[src/rtl/fwd_hazard_unit_n.sv]
// Decode-stage operand forwarding, hazard detection and partial-issue control for an N-lane in-order pipeline.
// Tracks long-latency destinations in a scoreboard and last-cycle loads for one-cycle load-use stalls.
module fwd_hazard_unit_n #(
    parameter int ISSUE_W = 2,
    parameter int XLEN    = 32,
    parameter int RF_AW   = 5,
    parameter int CNT_W   = 32
) (
    input  logic                     clk,
    input  logic                     rst_n,
    input  logic                     flush,
    input  logic                     issue_ready,
    input  logic [ISSUE_W-1:0]       dec_valid,
    input  logic [ISSUE_W*RF_AW-1:0] dec_rs1_addr,
    input  logic [ISSUE_W*RF_AW-1:0] dec_rs2_addr,
    input  logic [ISSUE_W*RF_AW-1:0] dec_rd_addr,
    input  logic [ISSUE_W-1:0]       dec_rd_wen,
    input  logic [ISSUE_W-1:0]       dec_is_load,
    input  logic [ISSUE_W-1:0]       dec_is_long,
    input  logic [ISSUE_W*XLEN-1:0]  rf_rs1_data,
    input  logic [ISSUE_W*XLEN-1:0]  rf_rs2_data,
    input  logic [ISSUE_W*RF_AW-1:0] ex_rd_addr,
    input  logic [ISSUE_W-1:0]       ex_rd_wen,
    input  logic [ISSUE_W*XLEN-1:0]  ex_alu_data,
    input  logic [ISSUE_W*RF_AW-1:0] mem_rd_addr,
    input  logic [ISSUE_W-1:0]       mem_rd_wen,
    input  logic [ISSUE_W-1:0]       mem_is_load,
    input  logic [ISSUE_W*XLEN-1:0]  mem_alu_data,
    input  logic [ISSUE_W*XLEN-1:0]  mem_ld_data,
    input  logic [ISSUE_W*RF_AW-1:0] wb_rd_addr,
    input  logic [ISSUE_W-1:0]       wb_rd_wen,
    input  logic [ISSUE_W*XLEN-1:0]  wb_data,
    input  logic                     long_done,
    input  logic [RF_AW-1:0]         long_done_rd,
    input  logic [XLEN-1:0]          long_done_data,
    input  logic                     long_ready,
    output logic [ISSUE_W*XLEN-1:0]  rs1_data,
    output logic [ISSUE_W*XLEN-1:0]  rs2_data,
    output logic [ISSUE_W-1:0]       issue_mask,
    output logic                     stall_req,
    output logic [CNT_W-1:0]         stall_cnt
);

    localparam int NREG = 2**RF_AW;

    logic [NREG-1:0]          busy_r;
    logic [NREG-1:0]          busyNext_s;
    logic [ISSUE_W-1:0]       ldValid_r;
    logic [ISSUE_W*RF_AW-1:0] ldRd_r;
    logic [ISSUE_W-1:0]       hazard_s;
    logic [ISSUE_W-1:0]       issueMask_s;
    logic [ISSUE_W-1:0]       laneGo_s;
    logic                     stallReq_s;
    logic [CNT_W-1:0]         stallCnt_r;

    // A completing long op frees its register in the same cycle it is forwarded.
    function automatic logic effBusy(input logic [RF_AW-1:0] r);
        return busy_r[r] & ~(long_done & (long_done_rd == r));
    endfunction

    function automatic logic [XLEN-1:0] fwdOperand(input logic [RF_AW-1:0] a,
                                                   input logic [XLEN-1:0]  rfData);
        logic [XLEN-1:0] v;
        logic            hit;
        logic            m;
        v   = rfData;
        hit = 1'b0;
        for (int k = ISSUE_W - 1; k >= 0; k--) begin
            m   = ~hit & ex_rd_wen[k] & (ex_rd_addr[k*RF_AW +: RF_AW] == a);
            v   = m ? ex_alu_data[k*XLEN +: XLEN] : v;
            hit = hit | m;
        end
        for (int k = ISSUE_W - 1; k >= 0; k--) begin
            m   = ~hit & mem_rd_wen[k] & (mem_rd_addr[k*RF_AW +: RF_AW] == a);
            v   = m ? (mem_is_load[k] ? mem_ld_data[k*XLEN +: XLEN]
                                      : mem_alu_data[k*XLEN +: XLEN]) : v;
            hit = hit | m;
        end
        for (int k = ISSUE_W - 1; k >= 0; k--) begin
            m   = ~hit & wb_rd_wen[k] & (wb_rd_addr[k*RF_AW +: RF_AW] == a);
            v   = m ? wb_data[k*XLEN +: XLEN] : v;
            hit = hit | m;
        end
        m = ~hit & long_done & (long_done_rd == a);
        v = m ? long_done_data : v;
        return (a == {RF_AW{1'b0}}) ? rfData : v;
    endfunction

    function automatic logic laneHazard(input int j);
        logic [RF_AW-1:0] rs1;
        logic [RF_AW-1:0] rs2;
        logic [RF_AW-1:0] rd;
        logic [RF_AW-1:0] other;
        logic             use1;
        logic             use2;
        logic             older;
        logic             olderLong;
        logic             h;
        rs1       = dec_rs1_addr[j*RF_AW +: RF_AW];
        rs2       = dec_rs2_addr[j*RF_AW +: RF_AW];
        rd        = dec_rd_addr[j*RF_AW +: RF_AW];
        use1      = (rs1 != {RF_AW{1'b0}});
        use2      = (rs2 != {RF_AW{1'b0}});
        olderLong = 1'b0;
        h = (use1 & effBusy(rs1)) | (use2 & effBusy(rs2)) | (dec_rd_wen[j] & effBusy(rd));
        for (int i = 0; i < ISSUE_W; i++) begin
            other = ldRd_r[i*RF_AW +: RF_AW];
            h     = h | (ldValid_r[i] & ((use1 & (rs1 == other)) | (use2 & (rs2 == other))));
            older = (i < j);
            other = dec_rd_addr[i*RF_AW +: RF_AW];
            h     = h | (older & dec_valid[i] & dec_rd_wen[i] &
                         ((use1 & (rs1 == other)) | (use2 & (rs2 == other))));
            olderLong = olderLong | (older & dec_valid[i] & dec_is_long[i]);
        end
        h = h | (dec_is_long[j] & (~long_ready | olderLong));
        return h;
    endfunction

    // Operand forwarding for every lane and source.
    always_comb begin
        rs1_data = '0;
        rs2_data = '0;
        for (int l = 0; l < ISSUE_W; l++) begin
            rs1_data[l*XLEN +: XLEN] = fwdOperand(dec_rs1_addr[l*RF_AW +: RF_AW], rf_rs1_data[l*XLEN +: XLEN]);
            rs2_data[l*XLEN +: XLEN] = fwdOperand(dec_rs2_addr[l*RF_AW +: RF_AW], rf_rs2_data[l*XLEN +: XLEN]);
        end
    end

    // Hazards and the in-order issue prefix; a held lane blocks every younger lane.
    always_comb begin
        hazard_s    = '0;
        issueMask_s = '0;
        laneGo_s    = '0;
        for (int j = 0; j < ISSUE_W; j++) begin
            hazard_s[j]    = laneHazard(j);
            issueMask_s[j] = dec_valid[j] & ~hazard_s[j] & ~flush &
                             ((j == 0) ? 1'b1 : issueMask_s[(j == 0) ? 0 : j - 1]);
            laneGo_s[j]    = issueMask_s[j] & issue_ready;
        end
        stallReq_s = ((|(dec_valid & ~issueMask_s)) & ~flush) | ((|dec_valid) & ~issue_ready);
    end

    // Scoreboard next state: completion clears, an issuing long op sets (set wins).
    always_comb begin
        busyNext_s               = busy_r;
        busyNext_s[long_done_rd] = busy_r[long_done_rd] & ~long_done;
        for (int i = 0; i < ISSUE_W; i++) begin
            busyNext_s[dec_rd_addr[i*RF_AW +: RF_AW]] = busyNext_s[dec_rd_addr[i*RF_AW +: RF_AW]] |
                (laneGo_s[i] & dec_is_long[i] & dec_rd_wen[i] &
                 (dec_rd_addr[i*RF_AW +: RF_AW] != {RF_AW{1'b0}}));
        end
    end

    // State registers: scoreboard, one-cycle load tracking, saturating stall counter.
    always_ff @(posedge clk) begin
        if (!rst_n) begin
            busy_r     <= '0;
            ldValid_r  <= '0;
            ldRd_r     <= '0;
            stallCnt_r <= '0;
        end else begin
            busy_r <= busyNext_s;
            ldRd_r <= dec_rd_addr;
            for (int i = 0; i < ISSUE_W; i++) begin
                ldValid_r[i] <= laneGo_s[i] & dec_is_load[i] & dec_rd_wen[i] &
                                (dec_rd_addr[i*RF_AW +: RF_AW] != {RF_AW{1'b0}});
            end
            if (stallReq_s && (stallCnt_r != {CNT_W{1'b1}})) begin
                stallCnt_r <= stallCnt_r + {{(CNT_W-1){1'b0}}, 1'b1};
            end else begin
                stallCnt_r <= stallCnt_r;
            end
        end
    end

    assign issue_mask = issueMask_s;
    assign stall_req  = stallReq_s;
    assign stall_cnt  = stallCnt_r;

endmodule

[config.mk]
export PLATFORM = sky130hd
export DESIGN_NAME = fwd_hazard_unit_n
export DESIGN_NICKNAME = d
export VERILOG_FILES = /design/src/rtl/fwd_hazard_unit_n.sv
export SDC_FILE = /design/constraint.sdc
export NUM_CORES = 1
export LEC_CHECK = 0
export CAP_MARGIN = 20
export CORE_AREA = 2 2 258 260
export DETAILED_ROUTE_END_ITERATION = 10
export DIE_AREA = 0 0 260 262
export PLACE_DENSITY = 0.62
export SETUP_SLACK_MARGIN = 0.3
export SLEW_MARGIN = 15
export SYNTH_ARGS = -nofsm -noshare
export SYNTH_HDL_FRONTEND = slang
export SYNTH_SLANG_ARGS = --single-unit
[constraint.sdc]
create_clock -name clk -period 5 [get_ports clk]
set_input_delay 0.5 -clock clk [delete_from_list [all_inputs] [get_ports clk]]
set_output_delay 0.5 -clock clk [all_outputs]
set_load 0.1 [all_outputs]
==> impl_metrics.yaml <==
placed_design:
  dpl_cell_area_sq_mm: 0.0316
  post-place-ws_ps: 213
  port-buffer-count: 665
  place.gp.congestion: 1.06
  hpwl_mm: 108
worst_setup_path:
  setup.worst_path.end: "rs1_data[24]"
  criticalPathCategory: "input port to primary output"
  cp.required_ps: 4500
  crit_path_max_fanout: 43
  worstRegToRegCells: 13
  r2r-end: "busy_r[31]"
  end_kind: "primary output"
  worst_setup_path_start_kind: "input port"
  timing.reg2reg.setup_slack_ps: 960
  arrival_ps: 4110
  crit_start: "dec_rs1_addr[1]"
  rr_startpoint: "busy_r[9]"
grt:
  grt_start_max_net_pins: 65
  grt_antenna_before_repair: 45
  grt_remaining_overflow: 0
  grt_use_total: 0.388
  grt_first_pass_wirelength_mm: 193
  first_global_vias: 25923
routing:
  vias: 27845
  drc_errors: 0
  viasPerCell: 6.18
  drtIter0Drc: 3440
  drtAntennaViolNets: 0
  firstDrtPassIters: 7
  wl_mm: 140
  routedWlPerCell_um: 31.1
die:
  core-area_sq_mm: 0.0653
  die_area_sq_mm: 0.0681
  io_pins: 666
  placement_rows: 94
  die_w_um: 260
  initial_core_util: 0.331
  fp.dieH_um: 262
sta:
  finalHoldViolations: 0
  fin_worst_skew_ps: 9.58
  slew_headroom: 0.256
  layout_setup_ws_ps: 386
  fmax_ghz: 0.217
  period_share: 0.923
  final_max_slew_viol_count: 0
  rsz0062_at_grt: "true"
  tightest_slew_ps: 1120
  period_needed_ps: 4610
  setup_viol: 0
cts:
  clk_pin_slew_worst_paths_ps: 50
  cts_tree: "built"
  clkLatencyLatePin_ps: 340
  clock_sinks: 76
  clock-root-buffer: "clkbuf_16"
  cts_hold_buf: 0
  ctsLongestPathBuffers: 2
  h-tree-depth: 3
  numCtsBuffers: 9
cells_and_area:
  mostFrequentLayoutCell: "clkdlybuf4s50_1"
  layout_common_cells: "clkdlybuf4s50_1, mux2i_1, nand2_1"
  multi_input_area_sq_mm: 0.0194
  drive_above_1_share: 0.205
  syn_to_final_growth_pct: 48.8
  stdcell_area_sq_mm: 0.0322
  fillers: 6461
  layout.nets: 4123
  regArea_sq_mm: 0.00152
yosys:
  synth_seq_cells: 76
  synth-edff-count: 0
  yosysUniqueCellTypes: 85
  syn_inst: 3046
  syn_area_per_cell_sq_um: 7.09
  seq_area_frac_synth: 0.0704
  syn-cell-area_sq_mm: 0.0216
  synthFlopType: "dfxtp_1"
  synthArstFlopShare: 0
  synth_fp_nets: 3550
  synth_warnings: 0
power:
  peakVddDrop_v: 0.000177
  p_per_area_mw_per_mm2: 164
  p_leak_nw: 14.2
  p_total_w: 0.00528
run_status:
  status: "completed"
flow_run:
  maxCapViolCount: 0
hold_path:
  worstHoldPathType: "flop to flop"
metrics by stage:
step                      instances  utilization  TNS, ps  hold slack [ps]
after floorplan                3046            -    -17.4              599
final                          4508        0.493        0              532
after detailed placement       4466        0.485        0              516
after CTS                      4480        0.489        0              526
after global routing           4498        0.492        0              551
after global placement         4466        0.485        0              501
per-layer routing:
layer	global-route usage	routed length, um	vias up	share of wire
met5	0	272	-	0.0019
met4	0.205	8370	42	0.060
met3	0.117	16900	427	0.12
met2	0.603	61300	1894	0.44
met1	0.483	53400	13159	0.38
li1	-	-	12323	-
sequential cells by signal, indices dropped and copies added, names as in the netlist:
name,count
busy_r,32
ldRd_r,10
stall_cnt,32
ldValid_r,2
power breakdown:
part,internal [W],switching (W),total [W]
Clock,0.000380,0.000260,0.000640
Sequential,0.000623,0.0000563,0.000679
Combinational,0.00155,0.00241,0.00396
Total,0.00255,0.00273,0.00528
cell type report:
class / instances / share of cell area
well taps: 864 / 0.0336
clock inverters: 3 / 0.00125
diodes: 22 / 0.00171
repair buffers: 850 / 0.303
flip-flops and latches: 76 / 0.0473
clock buffers: 11 / 0.00724
inverters: 9 / 0.00117
multi-input cells: 2673 / 0.605
critical path, cell delays in order:
cell	delay [ps]
clkdlybuf4s50_1	580
xor2_1	250
nor4_2	370
nand3_1	220
nor4_4	380
buf_12	260
buf_4	260
o21ai_0	140
mux2_2	280
mux2_2	270
mux2i_1	210
o21ai_1	130
buf_12	210
Yosys cell counts (all sizes together) (22+ instances only):
library cell,n,area share
o21ai,296,0.069
mux4,49,0.051
mux2,194,0.10
dfxtp,76,0.070
nand2,350,0.061
nand4,31,0.0090
nor3,33,0.0084
xor2,115,0.047
and3,26,0.0075
or3,22,0.0064
nor4,45,0.015
a21oi,259,0.060
nand3,72,0.017
xnor2,95,0.039
buf,124,0.028
nor2,299,0.052
and2,27,0.0078
clkbuf,164,0.028
a31oi,41,0.012
mux2i,462,0.21
a211oi,34,0.012
repair_timing:
| action | 4_1_cts | 5_1_grt |
|---|---|---|
| gates resized for setup | 5 | 26 |
| pin swaps | 1 | 6 |
| gates cloned | 0 | 1 |
| endpoints found under the hold margin | 0 | 0 |
| buffers inserted | 0 | 5 |
| endpoints found under the setup margin | 16 | 114 |
logic make-up after synthesis:
logic type      synth area share
xor+xnor                  0.0851
fa+ha+maj               0.000579
flops                     0.0704
mux                        0.366
buf+inv                   0.0585
compound gates             0.201
simple gates               0.218
how the worst min path moves through the flow:
| stage | from | end | slack (ps) | depth (start not counted) |
|---|---|---|---|---|
| floorplan | busy_r[0] | busy_r[0] | 600 | 2 |
| global placement | stall_cnt[21] | stall_cnt[21] | 500 | 2 |
| detailed placement | stall_cnt[20] | stall_cnt[20] | 520 | 2 |
| CTS | stall_cnt[21] | stall_cnt[21] | 530 | 2 |
| global route | stall_cnt[12] | stall_cnt[12] | 550 | 2 |
| finish | stall_cnt[21] | stall_cnt[21] | 530 | 2 |
Note: power is estimated with default switching activity, not from simulation.
